===== config.mk =====
export PLATFORM = sky130hd
export DESIGN_NAME = otp_cmd_sequencer
export DESIGN_NICKNAME = d
export VERILOG_FILES = /design/src/rtl/otp_pkg.sv /design/src/rtl/otp_seq_timer.sv /design/src/rtl/otp_cmd_sequencer.sv
export SDC_FILE = /design/constraint.sdc
export NUM_CORES = 1
export LEC_CHECK = 0
export CAP_MARGIN = 20
export CORE_ASPECT_RATIO = 0.8
export CORE_UTILIZATION = 40
export DETAILED_ROUTE_END_ITERATION = 10
export HOLD_SLACK_MARGIN = 0.12
export PLACE_DENSITY = 0.66
export RECOVER_POWER = 25
export SETUP_SLACK_MARGIN = 0.2
export SLEW_MARGIN = 20
export SYNTH_ARGS = -nofsm -noshare
export SYNTH_HDL_FRONTEND = slang
export SYNTH_SLANG_ARGS = --single-unit
export TNS_END_PERCENT = 5

===== constraint.sdc =====
create_clock -name clk -period 3.8 [get_ports clk]
set_input_delay 0.76 -clock clk [delete_from_list [all_inputs] [get_ports clk]]
set_output_delay 0.76 -clock clk [all_outputs]
set_load 0.05 [all_outputs]

===== src/rtl/otp_pkg.sv =====
`default_nettype none
// ============================================================================
// Module      : otp_pkg
// Description : Shared definitions for the OTP command sequencer. Holds the
//               controller mode encodings, the sequencer state enum and small
//               helper functions used by the sequencer and its timer.
// Revision    : 1.0 - initial release
// ============================================================================
package otp_pkg;

   // Encodings presented to the OTP controller on the mode bus
   localparam logic [1:0] MODE_IDLE = 2'd0;
   localparam logic [1:0] MODE_PROG = 2'd1;
   localparam logic [1:0] MODE_READ = 2'd2;

   typedef enum logic [2:0] {
      IDLE   = 3'd0,
      PROG   = 3'd1,
      VERIFY = 3'd2,
      READ   = 3'd3,
      RESP   = 3'd4
   } otp_state_e;

   // Controller mode implied by a sequencer state
   function automatic logic [1:0] state_mode(input otp_state_e st);
      case (st)
         PROG:         return MODE_PROG;
         VERIFY, READ: return MODE_READ;
         default:      return MODE_IDLE;
      endcase
   endfunction

   function automatic int max_int(input int a, input int b);
      return (a > b) ? a : b;
   endfunction

endpackage
`default_nettype wire


===== src/rtl/otp_seq_timer.sv =====
`default_nettype none
// ============================================================================
// Module      : otp_seq_timer
// Description : Loadable down-counter with a zero flag. Load has priority
//               over decrement; the count saturates at zero.
// Ports       : clk          - clock, rising edge
//               reset        - synchronous, active-low
//               i_load       - load i_load_value this cycle
//               i_load_value - value to load
//               i_dec        - decrement by one (ignored at zero)
//               o_zero       - count is zero
// Revision    : 1.0 - initial release
// ============================================================================
module otp_seq_timer #(
   parameter int WIDTH = 5
) (
   input  logic             clk,
   input  logic             reset,
   input  logic             i_load,
   input  logic [WIDTH-1:0] i_load_value,
   input  logic             i_dec,
   output logic             o_zero
);

   logic [WIDTH-1:0] r_count;

   always_ff @(posedge clk) begin
      if (!reset) begin
         r_count <= '0;
      end else if (i_load) begin
         r_count <= i_load_value;
      end else if (i_dec && (r_count != '0)) begin
         r_count <= r_count - 1'b1;
      end
   end

   assign o_zero = (r_count == '0);

endmodule
`default_nettype wire


===== src/rtl/otp_cmd_sequencer.sv =====
`default_nettype none
// ============================================================================
// Module      : otp_cmd_sequencer
// Description : Accepts host read/program commands and sequences the OTP
//               controller: program windows of PROG_CYCLES, reads bounded by
//               RD_TIMEOUT, and a one-cycle response strobe per command.
//               Build option OTP_SEQ_VERIFY_EN adds read-back verify with up
//               to MAX_RETRY program attempts; without it a write completes
//               after a single program window.
// Ports       : clk, reset (sync, active-low)
//               host side : cmd_valid/cmd_ready/cmd_write/cmd_column/cmd_data,
//                           rsp_valid/rsp_data/rsp_error, busy
//               ctrl side : mode, column, data_in, writing_successful,
//                           read_active, data_out
// Revision    : 1.0 - initial release
// ============================================================================
module otp_cmd_sequencer
   import otp_pkg::*;
#(
   parameter int A           = 2,
   parameter int B           = 2,
   parameter int PROG_CYCLES = 16,
   parameter int MAX_RETRY   = 3,
   parameter int RD_TIMEOUT  = 32,
   parameter int ADDR_WIDTH  = $clog2(B)
) (
   input  logic                  clk,
   input  logic                  reset,
   input  logic                  cmd_valid,
   output logic                  cmd_ready,
   input  logic                  cmd_write,
   input  logic [ADDR_WIDTH-1:0] cmd_column,
   input  logic [A-1:0]          cmd_data,
   output logic                  rsp_valid,
   output logic [A-1:0]          rsp_data,
   output logic                  rsp_error,
   output logic                  busy,
   output logic [1:0]            mode,
   output logic [ADDR_WIDTH-1:0] column,
   output logic [A-1:0]          data_in,
   output logic                  writing_successful,
   input  logic                  read_active,
   input  logic [A-1:0]          data_out
);

   localparam int TW = $clog2(max_int(PROG_CYCLES, RD_TIMEOUT) + 1);
   // Timer is loaded with N-1 so the zero flag is seen on the Nth edge
   localparam logic [TW-1:0] c_prog_load = TW'(PROG_CYCLES - 1);
   localparam logic [TW-1:0] c_rd_load   = TW'(RD_TIMEOUT - 1);

   otp_state_e     r_state;
   otp_state_e     w_state_nxt;
   logic           r_seen_active;
   logic           w_seen_nxt;
   logic           w_tmr_load;
   logic [TW-1:0]  w_tmr_val;
   logic           w_tmr_dec;
   logic           w_tmr_zero;
   logic           w_rsp_set;
   logic           w_rsp_err_nxt;
   logic [A-1:0]   w_rsp_data_nxt;
   logic           w_ws_nxt;
   logic           w_hs;
   logic           w_rd_done;

`ifdef OTP_SEQ_VERIFY_EN
   localparam int AW = $clog2(MAX_RETRY + 1);
   logic [AW-1:0]  r_attempt;
   logic [AW-1:0]  w_attempt_nxt;
`else
   logic           w_unused_cfg;
   assign w_unused_cfg = (MAX_RETRY > 0);
`endif

   assign w_hs = cmd_valid & cmd_ready;
   // Read completes on the falling edge of read_active seen within this state
   assign w_rd_done = r_seen_active & ~read_active;

   otp_seq_timer #(
      .WIDTH(TW)
   ) u_timer (
      .clk          (clk),
      .reset        (reset),
      .i_load       (w_tmr_load),
      .i_load_value (w_tmr_val),
      .i_dec        (w_tmr_dec),
      .o_zero       (w_tmr_zero)
   );

   always_comb begin
      w_state_nxt    = r_state;
      w_seen_nxt     = r_seen_active;
      w_tmr_load     = 1'b0;
      w_tmr_val      = c_prog_load;
      w_tmr_dec      = 1'b0;
      w_rsp_set      = 1'b0;
      w_rsp_err_nxt  = 1'b0;
      w_rsp_data_nxt = '0;
      w_ws_nxt       = 1'b0;
`ifdef OTP_SEQ_VERIFY_EN
      w_attempt_nxt  = r_attempt;
`endif
      case (r_state)
         IDLE: begin
            if (w_hs) begin
               w_seen_nxt = 1'b0;
               w_tmr_load = 1'b1;
               if (cmd_write) begin
                  w_state_nxt = PROG;
                  w_tmr_val   = c_prog_load;
`ifdef OTP_SEQ_VERIFY_EN
                  w_attempt_nxt = AW'(1);
`endif
               end else begin
                  w_state_nxt = READ;
                  w_tmr_val   = c_rd_load;
               end
            end
         end
         PROG: begin
            if (w_tmr_zero) begin
`ifdef OTP_SEQ_VERIFY_EN
               w_state_nxt = VERIFY;
               w_tmr_load  = 1'b1;
               w_tmr_val   = c_rd_load;
               w_seen_nxt  = 1'b0;
`else
               w_state_nxt    = RESP;
               w_rsp_set      = 1'b1;
               w_rsp_data_nxt = data_in;
               w_ws_nxt       = 1'b1;
`endif
            end else begin
               w_tmr_dec = 1'b1;
            end
         end
         READ: begin
            if (w_rd_done) begin
               w_state_nxt    = RESP;
               w_rsp_set      = 1'b1;
               w_rsp_data_nxt = data_out;
            end else if (w_tmr_zero) begin
               w_state_nxt   = RESP;
               w_rsp_set     = 1'b1;
               w_rsp_err_nxt = 1'b1;
            end else begin
               w_tmr_dec = 1'b1;
               if (read_active) w_seen_nxt = 1'b1;
            end
         end
`ifdef OTP_SEQ_VERIFY_EN
         VERIFY: begin
            if (w_rd_done) begin
               if (data_out == data_in) begin
                  w_state_nxt    = RESP;
                  w_rsp_set      = 1'b1;
                  w_rsp_data_nxt = data_out;
                  w_ws_nxt       = 1'b1;
               end else if (r_attempt < AW'(MAX_RETRY)) begin
                  w_state_nxt   = PROG;
                  w_attempt_nxt = r_attempt + 1'b1;
                  w_tmr_load    = 1'b1;
                  w_tmr_val     = c_prog_load;
               end else begin
                  w_state_nxt    = RESP;
                  w_rsp_set      = 1'b1;
                  w_rsp_err_nxt  = 1'b1;
                  w_rsp_data_nxt = data_out;
               end
            end else if (w_tmr_zero) begin
               w_state_nxt   = RESP;
               w_rsp_set     = 1'b1;
               w_rsp_err_nxt = 1'b1;
            end else begin
               w_tmr_dec = 1'b1;
               if (read_active) w_seen_nxt = 1'b1;
            end
         end
`endif
         RESP: begin
            w_state_nxt = IDLE;
         end
         default: begin
            w_state_nxt = IDLE;
         end
      endcase
   end

   // Outputs are registered from the next state so they change with it
   always_ff @(posedge clk) begin
      if (!reset) begin
         r_state            <= IDLE;
         r_seen_active      <= 1'b0;
         cmd_ready          <= 1'b0;
         busy               <= 1'b0;
         mode               <= MODE_IDLE;
         rsp_valid          <= 1'b0;
         rsp_data           <= '0;
         rsp_error          <= 1'b0;
         writing_successful <= 1'b0;
         column             <= '0;
         data_in            <= '0;
`ifdef OTP_SEQ_VERIFY_EN
         r_attempt          <= '0;
`endif
      end else begin
         r_state            <= w_state_nxt;
         r_seen_active      <= w_seen_nxt;
         cmd_ready          <= (w_state_nxt == IDLE);
         busy               <= (w_state_nxt != IDLE);
         mode               <= state_mode(w_state_nxt);
         rsp_valid          <= w_rsp_set;
         writing_successful <= w_ws_nxt;
         if (w_rsp_set) begin
            rsp_data  <= w_rsp_data_nxt;
            rsp_error <= w_rsp_err_nxt;
         end
         if (w_hs) begin
            column  <= cmd_column;
            data_in <= cmd_data;
         end
`ifdef OTP_SEQ_VERIFY_EN
         r_attempt <= w_attempt_nxt;
`endif
      end
   end

endmodule
`default_nettype wire


# ---- After elaboration in Yosys (flattened, before gate mapping)
# Cells that the tools add are included.
dict set report word_totals {
  register_bits 22
  inputBits 10
  output_inout_bits 12
  wordCells 65
}
dict set report classes {
  addsub 1
  n_eq_ne 9
  muxes 29
  bitwise 3
  n_reduce_logical 11
}
# op count
set ops {}
lappend ops {{5-bit two-way mux} 3}
lappend ops {{1-bit two-way mux} 12}
lappend ops {{6-bit two-way mux} 2}
lappend ops {{3-bit by 2-bit == test with 1-bit output, second input constant} 3}
lappend ops {{3-bit two-way mux} 3}
lappend ops {{3-bit case mux with 3 select lines} 1}
lappend ops {{2-bit inequality test, second input constant} 4}
lappend ops {{2-bit case mux with 2 select lines} 2}
lappend ops {{3-bit by 1-bit == test with 1-bit output, second input constant} 2}
lappend ops {{3-bit logical NOT} 2}
lappend ops {{6-bit logical NOT} 1}
lappend ops {{2-bit two-way mux} 3}
lappend ops {{1-bit case mux with 2 select lines} 3}
lappend ops {{6-bit nonzero test} 1}
lappend ops {{6-bit by 1-bit subtractor with 6-bit output, second input constant} 1}
lappend ops {{5-bit AND reduction} 1}
lappend ops {{2-bit nonzero test} 2}
lappend ops {{3-bit nonzero test} 1}
lappend ops {{1-bit AND} 2}
lappend ops {{2-bit AND reduction} 1}
lappend ops {{2-bit OR reduction} 1}
lappend ops {{1-bit logical AND} 1}
lappend ops {{1-bit inverter} 1}

# ---- Depth between registers and ports, before layout
# Gate-level depths: netlist of run 1.
dict set report depth {
  depth_word 7
  depth_mapped 6
  mapped_depth_nobuf 6
}

# ---- Hierarchy
# Synthesis of run 1 repeated with hierarchy kept, for this count alone.
dict set report unflattened {
  hier_cells 107
  area_unflattened_um2 1024.7
}
# module n_inst cells_per_inst area_per_inst_um2 seq_area_each_um2
set modules_own_cells {}
lappend modules_own_cells {otp_cmd_sequencer 1 65 650.6 320.3}
lappend modules_own_cells {otp_seq_timer 1 42 374.1 120.1}

# ---- Least setup slack after synthesis of run 1
# OpenSTA, ideal clock, no wires.
dict set report synth_timing {
  path_kind {reg-to-reg}
  start {register cmd_ready}
  end {register mode[1]}
  setup_ps 58
  arrival_time_ps 1653
  t_required_ps 3742
  path_slack_ps 2089
  stages_incl_launch_ff 5
  n_path_buf 0
  synth_period_minus_slack_ps 1711
  cell_sequence {dfxtp_1 nand2_1 or4_4 nor2_2 o21a_1}
}
dict set report synth_between {
  elab_chain_cells 6
  word_cells_on_any_way 8
  classes_between {eq/ne: 3; mux: 3; bitwise: 1; reduce/logical: 1}
}
# item line_no
set synth_rtl {}
lappend synth_rtl {{start, declared} otp_cmd_sequencer.sv:30} ;# output logic cmd_ready,
lappend synth_rtl {{start signal, assigned} otp_cmd_sequencer.sv:209} ;# cmd_ready <= (w_state_nxt == IDLE);
lappend synth_rtl {{1-bit AND *} otp_cmd_sequencer.sv:75} ;# assign w_hs = cmd_valid & cmd_ready;
lappend synth_rtl {{3-bit two-way mux *} otp_cmd_sequencer.sv:105} ;# if (w_hs) begin
lappend synth_rtl {{3-bit case mux with 3 select lines *} otp_cmd_sequencer.sv:103} ;# case (r_state)
lappend synth_rtl {{3-bit by 2-bit == test with 1-bit output} otp_pkg.sv:26} ;# case (st)
lappend synth_rtl {{2-bit OR reduction} otp_pkg.sv:26}
lappend synth_rtl {{2-bit case mux with 2 select lines *} otp_pkg.sv:26}
lappend synth_rtl {{end signal, assigned} otp_cmd_sequencer.sv:211} ;# mode <= state_mode(w_state_nxt);
lappend synth_rtl {{end, declared} otp_cmd_sequencer.sv:38} ;# output logic [1:0] mode,
# Mark *: on every way between the ends. The rest lies on a longest branch, timed or not.
# A chain may end at the register's enable or synchronous reset.

# ---- Final worst setup path of run 1
dict set report layout_timing {
  start {input port cmd_valid}
  end {register u_timer.r_count[0]}
}
dict set report layout_between {
  elab_chain_cells 4
  word_cells_on_any_way 7
  classes_between {mux: 5; bitwise: 1; reduce/logical: 1}
}
# item line_no
set layout_rtl {}
lappend layout_rtl {{start, declared} otp_cmd_sequencer.sv:29} ;# input logic cmd_valid,
lappend layout_rtl {{1-bit AND *} otp_cmd_sequencer.sv:75}
lappend layout_rtl {{5-bit two-way mux / 1-bit two-way mux (equally long branches)} otp_cmd_sequencer.sv:105}
lappend layout_rtl {{5-bit two-way mux / 1-bit two-way mux (equally long branches)} otp_cmd_sequencer.sv:103}
lappend layout_rtl {{6-bit two-way mux / 2-bit nonzero test (equally long branches)} --}
lappend layout_rtl {{end signal, assigned} otp_seq_timer.sv:31} ;# r_count <= i_load_value;
lappend layout_rtl {{end signal, assigned} otp_seq_timer.sv:33} ;# r_count <= r_count - 1'b1;
lappend layout_rtl {{end, declared} otp_seq_timer.sv:25} ;# logic [WIDTH-1:0] r_count;
# Marked as above.

==> results of run 1 <==
## flip-flops by register name, indices dropped and copies added, names as in the netlist
name,cells
busy,1
cmd_ready,1
column,1
data_in,2
mode,2
r_seen_active,1
r_state,3
rsp_data,2
rsp_error,1
rsp_valid,1
u_timer.r_count,6
writing_successful,1
## cell type report
class,instances,area (um2)
Clock buffer,4,36.3
Fill cell,221,1000
Inverter,4,15.0
Multi-Input combinational cell,74,479
Sequential cell,22,440
Tap cell,25,31.3
Timing Repair Buffer,21,210
## through the flow
| stage | instance area [um2] | setup WS, ps | hold WS (ps) | instances |
|---|---|---|---|---|
| 6_report | 1210 | 1390 | 473 | 150 |
| 5_1_grt | 1210 | 1300 | 500 | 150 |
| 4_1_cts | 1230 | 1480 | 472 | 150 |
| 3_5_place_dp | 1190 | 1500 | 455 | 146 |
| 3_3_place_gp | 1190 | 1530 | 456 | 146 |
| 2_1_floorplan | 968 | 2090 | 449 | 103 |
## tightest hold or removal path, cell delays in order, from the launching register on
cell and delay [ps]:
dfxtp_1 330, nand2_1 50, a21oi_1 50
## metal layers
layer	up-vias	part of all wire
li1	421	-
met2	37	0.42
met3	2	0.085
met4	0	0.0058
met1	380	0.49
met5	-	0
## report_power, final
part / switching, mW / internal, mW
Sequential: 0.0173 / 0.247
Combinational: 0.0877 / 0.0550
Clock: 0.0719 / 0.0586
Total: 0.177 / 0.361
## path summary, 6_finish.rpt
| kind | from | end | slack, ps |
|---|---|---|---|
| worst min-delay path | column | column | 470 |
| worst min register to register | column | column | 470 |
| worst max-delay path | cmd_valid | u_timer.r_count[0] | 1390 |
| worst max register to register | u_timer.r_count[0] | rsp_data[0] | 1900 |
## cells by family after synthesis
kind of cell / count (synthesis)
buf+inv: 7
flops: 22
fa+ha+maj: 2
simple gates: 44
xor+xnor: 1
compound gates: 27
## Yosys cell counts (2+ instances only)
library cell,instances,share of area
nor2b_1,2,0.013
a21oi_1,10,0.052
nand4_1,2,0.013
dfxtp_1,22,0.45
nor2_1,5,0.019
ha_1,2,0.026
nor3_1,7,0.036
a22oi_1,2,0.015
o22ai_1,2,0.013
buf_4,2,0.015
inv_1,4,0.015
nand3_1,3,0.015
or3_1,2,0.013
o21a_1,3,0.023
a211oi_1,3,0.023
nand2_1,13,0.050
==> summary.txt, run 1 <==
Status
  – Status: finished, violations left
  – Violated checks: design-rule violations

Setup path
  – Number of buffers and inverters on the critical path: 1
  – CP max FO: 6
  – Slowest stage cell, crit path: nor4_1
  – Crit path depth: 5
  – Largest delay share family, worst path: simple AND/OR/NAND/NOR gates
  – Crit-path max cell delay: 770 ps
  – Worst setup SP type: primary input
  – Critical Path RT: 4020 ps
  – Crit Path Class: in2reg
  – Worst Setup End Kind: flop
  – Worst path arrival time: 2630 ps
  – Cell chain of the critical path: clkdlybuf4s50_1, nand2_1, nor4_1, nor3_1, a211oi_1
  – Reg2Reg Depth: 6

Timing
  – Slew @ Worst Pin: 980 ps
  – Setup TNS Final: 0 ps
  – Final worst path period share: 0.635
  – Skew final: 0.921 ps
  – Min Clock Period, post-route: ~2400 ps
  – RSZ-0062 raised after global routing: no
  – Fmax achieved: a little over 400 MHz
  – Max-slew violation count: 0
  – Final setup vio count: 0
  – Hold Violations, Final: 0
  – Headroom to the max-slew limit: 0.340

Power
  – Peak VDD IR: 0.284 mV
  – Leakage power: 0.428 nW
  – Power Density: approximately 440 nW/um2
  – Power, Total: around 540 uW

GRT
  – Largest net degree at the start of global routing: 13
  – Met1 usage: 0.225
  – Initial antenna violation count: 0
  – Vias in the first global route: 767
  – Met3 GRT Util: 0.0653
  – GR Layer Usage met2: 0.275
  – First-pass GRT wire length: between 3000 and 4000 um
  – GR Overflow Total: 0
  – GRT Overall Usage: 0.177
  – GR peak layer: met2

Route
  – DR iter-0 viols: 39
  – Via count: 840
  – DR WL/cell: 13.8 um
  – Detailed-route vias per instance: 5.60
  – Total Wirelength: 2080 um
  – DR DRC count: 8
  – Drt first pass iters: 7
  – DRT antenna net count: 0

Final layout
  – Final nets: about 140
  – Inserted Diodes: 0
  – Final core utilization: 0.547
  – Commonest non-fill, non-tap cells in the layout: 22 x dfxtp_1, 19 x clkdlybuf4s50_1, 13 x nand2_1
  – Layout area overhead: 25.2%
  – Ratio of cells with drive above 1 in the final layout: 0.0880
  – Most common cell after layout, fill and taps aside: dfxtp_1

Placement
  – RD Place Congestion: 0.812
  – Port bufs: 21
  – Dpl hpwl: approximately 1600 um

Clock network
  – Hold-fix buffers, CTS: 0
  – Post-cts sizing count: 0
  – Clock Latency Late Sink: 310 ps
  – Reg clk slew, reported paths: 120 ps
  – Setup Buffers After CTS: 0
  – CTS Root Cell: clkbuf_4
  – TritonCTS Buffers: 3
  – CTS H-tree depth: 1
  – CTS tree: built
  – CTS max path bufs: 2
  – Clk sink count: 22

Logic synthesis
  – Synth cell types: 35
  – Syn nets: between 100 and 150
  – Primary FF master, synth: dfxtp_1
  – Yosys warns: 0
  – Multiplexer share of the synthesized area: 0
  – XOR/XNOR Fraction of Synth Area: 0.00904
  – Fraction of the mapped netlist area in adder cells: 0.0258
  – Simple-gate share of the synthesized area: 0.273
  – Largest family of logic cells by synthesized area: simple AND/OR/NAND/NOR gates
  – Synth Area in Compound Gates: 0.203
  – EDFF count, synth: 0
  – Mapped Area: around 970 um2
  – #FFs+latches synth: 22
  – Sequential-to-total area share from yosys stat: 0.455
  – Async S/R FF share, synth: 0
  – Cells after Synth: 103
  – Syn Area/Cell: 9.40 um2

Floorplanning
  – Initial Util: 0.437
  – Core ar.: 2210 um2
  – Die W: 57.0 um
  – DIE AREA: roughly 2600 um2
  – Cell row count: 15
  – I/O pin count: 22
  – Chip height: 46.0 um

Hold path
  – Hold Path Depth: 2
  – Worst Hold Class: reg2reg

Run
  – Max-Cap Viols: 0
Note: power is estimated with default switching activity, not from simulation.
==> run 2: changes to the inputs <==
clock period = 2.3 ns   (was 3.8 ns; I/O delays follow)
==> run 2 against run 1 <==
The flow still finishes with violations (design-rule violations). Global-route usage shrank 0.24 points. Clock skew grew 4.8 ps. Total power grew 65%. Largest power group unchanged. Highest routed layer unchanged. Routed wire length shrank 1.7%. Register-to-register slack lost 1600 ps. Non-clock buffer count is the same. Via count shrank 1.2%. Sequential power grew 66%. Design area grew 0.93%. Sequential share of layout area shrank 0.33 points.
==> summary.txt, run 2 (synthesis gave the netlist of run 1 again) <==
Route
  – M1 wire length: 984 um (-2.5%)
  – Metal2 WL: 863 um (-1.7%)
  – Detailed-route vias per instance: 5.53 (-1.2%)
  – DRT antenna net count: 0 (unchanged)
  – Total Wirelength: 2040 um (-1.7%)
  – DR iter-0 viols: 36 (-7.7%)
  – DR top layer: met4
  – DR WL/cell: 13.6 um (-1.7%)
  – Via count: 830 (-1.2%)
  – Drt first pass iters: 7 (unchanged)
  – DR DRC count: 8 (unchanged)
  – WL met3: 179 um (+1.7%)

Setup path
  – CP max FO: 5 (-1)
  – Crit-path max cell delay: 830 ps (+60 ps)
  – Critical Path RT: 1840 ps (-2180 ps)
  – Worst path arrival time: 1530 ps (-1100 ps)
  – Largest delay share family, worst path: buffers and inverters
  – Crit path depth: 1 (-4)
  – Cell chain of the critical path: clkdlybuf4s50_1
  – Crit Path Class: reg2out
  – R2r setup slk: 340 ps (-1560 ps)
  – Number of buffers and inverters on the critical path: 1 (unchanged)
  – Worst Setup End Kind: output port
  – R2R Path Start: u_timer.r_count[0]
  – Slowest stage cell, crit path: clkdlybuf4s50_1
  – Worst setup SP type: flop
  – Reg2Reg Depth: 6 (unchanged)
  – Worst r2r dst: rsp_data[0]

GRT
  – GRT Overall Usage: 0.174 (-0.00237)
  – Largest net degree at the start of global routing: 13 (unchanged)
  – First-pass GRT wire length: 3380 um (-1.6%)
  – Vias in the first global route: 743 (-3.1%)
  – Initial antenna violation count: 0 (unchanged)
  – GR Overflow Total: 0 (unchanged)

Timing
  – Max-slew violation count: 0 (unchanged)
  – Headroom to the max-slew limit: 0.639 (+0.299)
  – Hold slack final: 468 ps (-4.11 ps)
  – RSZ-0062 raised after global routing: no
  – Min Clock Period, post-route: 1990 ps
  – Final setup vio count: 0 (unchanged)
  – Setup TNS Final: 0 ps (unchanged)
  – Fmax achieved: 503 MHz
  – Slew @ Worst Pin: 540 ps (-441 ps)
  – Final worst path period share: 0.864
  – Fin worst setup slack: 313 ps (-1080 ps)
  – Skew final: 5.76 ps (+4.84 ps)
  – Hold Violations, Final: 0 (unchanged)

Clock network
  – Clk sink count: 22 (unchanged)
  – CTS tree: built
  – Clock Latency Late Sink: 300 ps (about the same)
  – TritonCTS Buffers: 3 (unchanged)
  – CTS H-tree depth: 1 (unchanged)
  – CTS max path bufs: 2 (unchanged)
  – Reg clk slew, reported paths: 110 ps (about the same)
  – CTS Root Cell: clkbuf_4

Placement
  – RD Place Congestion: 0.813 (about the same)
  – Placed insts: 146 (unchanged)
  – Port bufs: 21 (unchanged)
  – Dpl hpwl: 1560 um (+0.17%)
  – Dpl ws: 297 ps (-1200 ps)

Final layout
  – Largest registers: u_timer.r_count x6, r_state x3
  – Final core utilization: 0.553 (+0.00508)
  – Commonest non-fill, non-tap cells in the layout: 22 x dfxtp_1, 20 x clkdlybuf4s50_1, 13 x nand2_1
  – Layout Cells excl Fill: 150 (unchanged)
  – Layout area overhead: 26.4%
  – Final nets: 138 (unchanged)
  – Most common cell after layout, fill and taps aside: dfxtp_1
  – Ratio of cells with drive above 1 in the final layout: 0.0880 (unchanged)
  – Largest reg by FF count: u_timer.r_count
  – Inserted Diodes: 0 (unchanged)
  – Max reg flops: 6 (unchanged)
  – # fillers: 217 (-1.8%)

Power
  – Power Density: 723 nW/um2 (+63%)
  – Peak VDD IR: 0.466 mV (+64%)
  – Leakage power: 0.428 nW (about the same)

Hold path
  – Hold Path Depth: 2 (unchanged)
  – Hold path start: column
  – Worst Hold Class: reg2reg
  – Hold Path Sink: column

Run
  – Max-Cap Viols: 0 (unchanged)

Floorplanning
  – Initial Util: 0.437 (unchanged)
  – Core ar.: 2210 um2 (unchanged)
  – I/O pin count: 22 (unchanged)
  – Cell row count: 15 (unchanged)
  – Die W: 57.0 um (unchanged)
  – DIE AREA: 2620 um2 (unchanged)
  – Chip height: 46.0 um (unchanged)

Status
  – Violated checks: design-rule violations
  – Status: finished, violations left
run 2: metrics by stage:
| step | instance area (um2) | power (mW) |
|---|---|---|
| final | 1220 | 0.885 |
| after CTS | 1230 | 0.897 |
| after floorplan | 968 | 0.614 |
| after global routing | 1220 | 0.940 |
| after global placement | 1190 | 0.682 |
| after detailed placement | 1190 | 0.685 |
run 2: area by class of cell:
class | instances | area [um2] | area share
Inverter | 4 | 15.0 | 0.0123
Sequential cell | 22 | 440 | 0.360
Clock buffer | 4 | 36.3 | 0.0297
Multi-Input combinational cell | 74 | 490 | 0.401
Timing Repair Buffer | 21 | 210 | 0.172
Tap cell | 25 | 31.3 | 0.0256
run 2: worst register-to-register path, cell delays in order, from the launching register on:
cell and delay [ps]:
dfxtp_1 380, inv_1 100, ha_1 190, nor2b_1 460
nand2_1 280, a21oi_1 310, o22ai_1 130
run 2: routing by layer:
metal  track usage  vias up
li1              -      422
met1         0.224      371
met2         0.280       35
met3        0.0597        2
met4        0.0537        0
met5             0        -
run 2: how the worst max path moves through the flow:
stage / startpoint / to / slack [ps]
finish: cmd_ready / cmd_ready / 310
global route: u_timer.r_count[0] / rsp_data[0] / 180
CTS: cmd_ready / cmd_ready / 290
detailed placement: cmd_valid / u_timer.r_count[0] / 300
global placement: cmd_valid / mode[1] / 330
floorplan: cmd_ready / mode[1] / 590
run 2: repair_timing:
item	CTS	global route
hold buffers	0	0
gates resized for setup	0	1
setup endpoints to repair	0	1
setup buffers	0	0
run 2: report_power, final:
part / total [mW] / internal, mW / switching, mW
clock: 0.209 / 0.0966 / 0.112
combinational: 0.238 / 0.0916 / 0.147
sequential: 0.438 / 0.408 / 0.0298
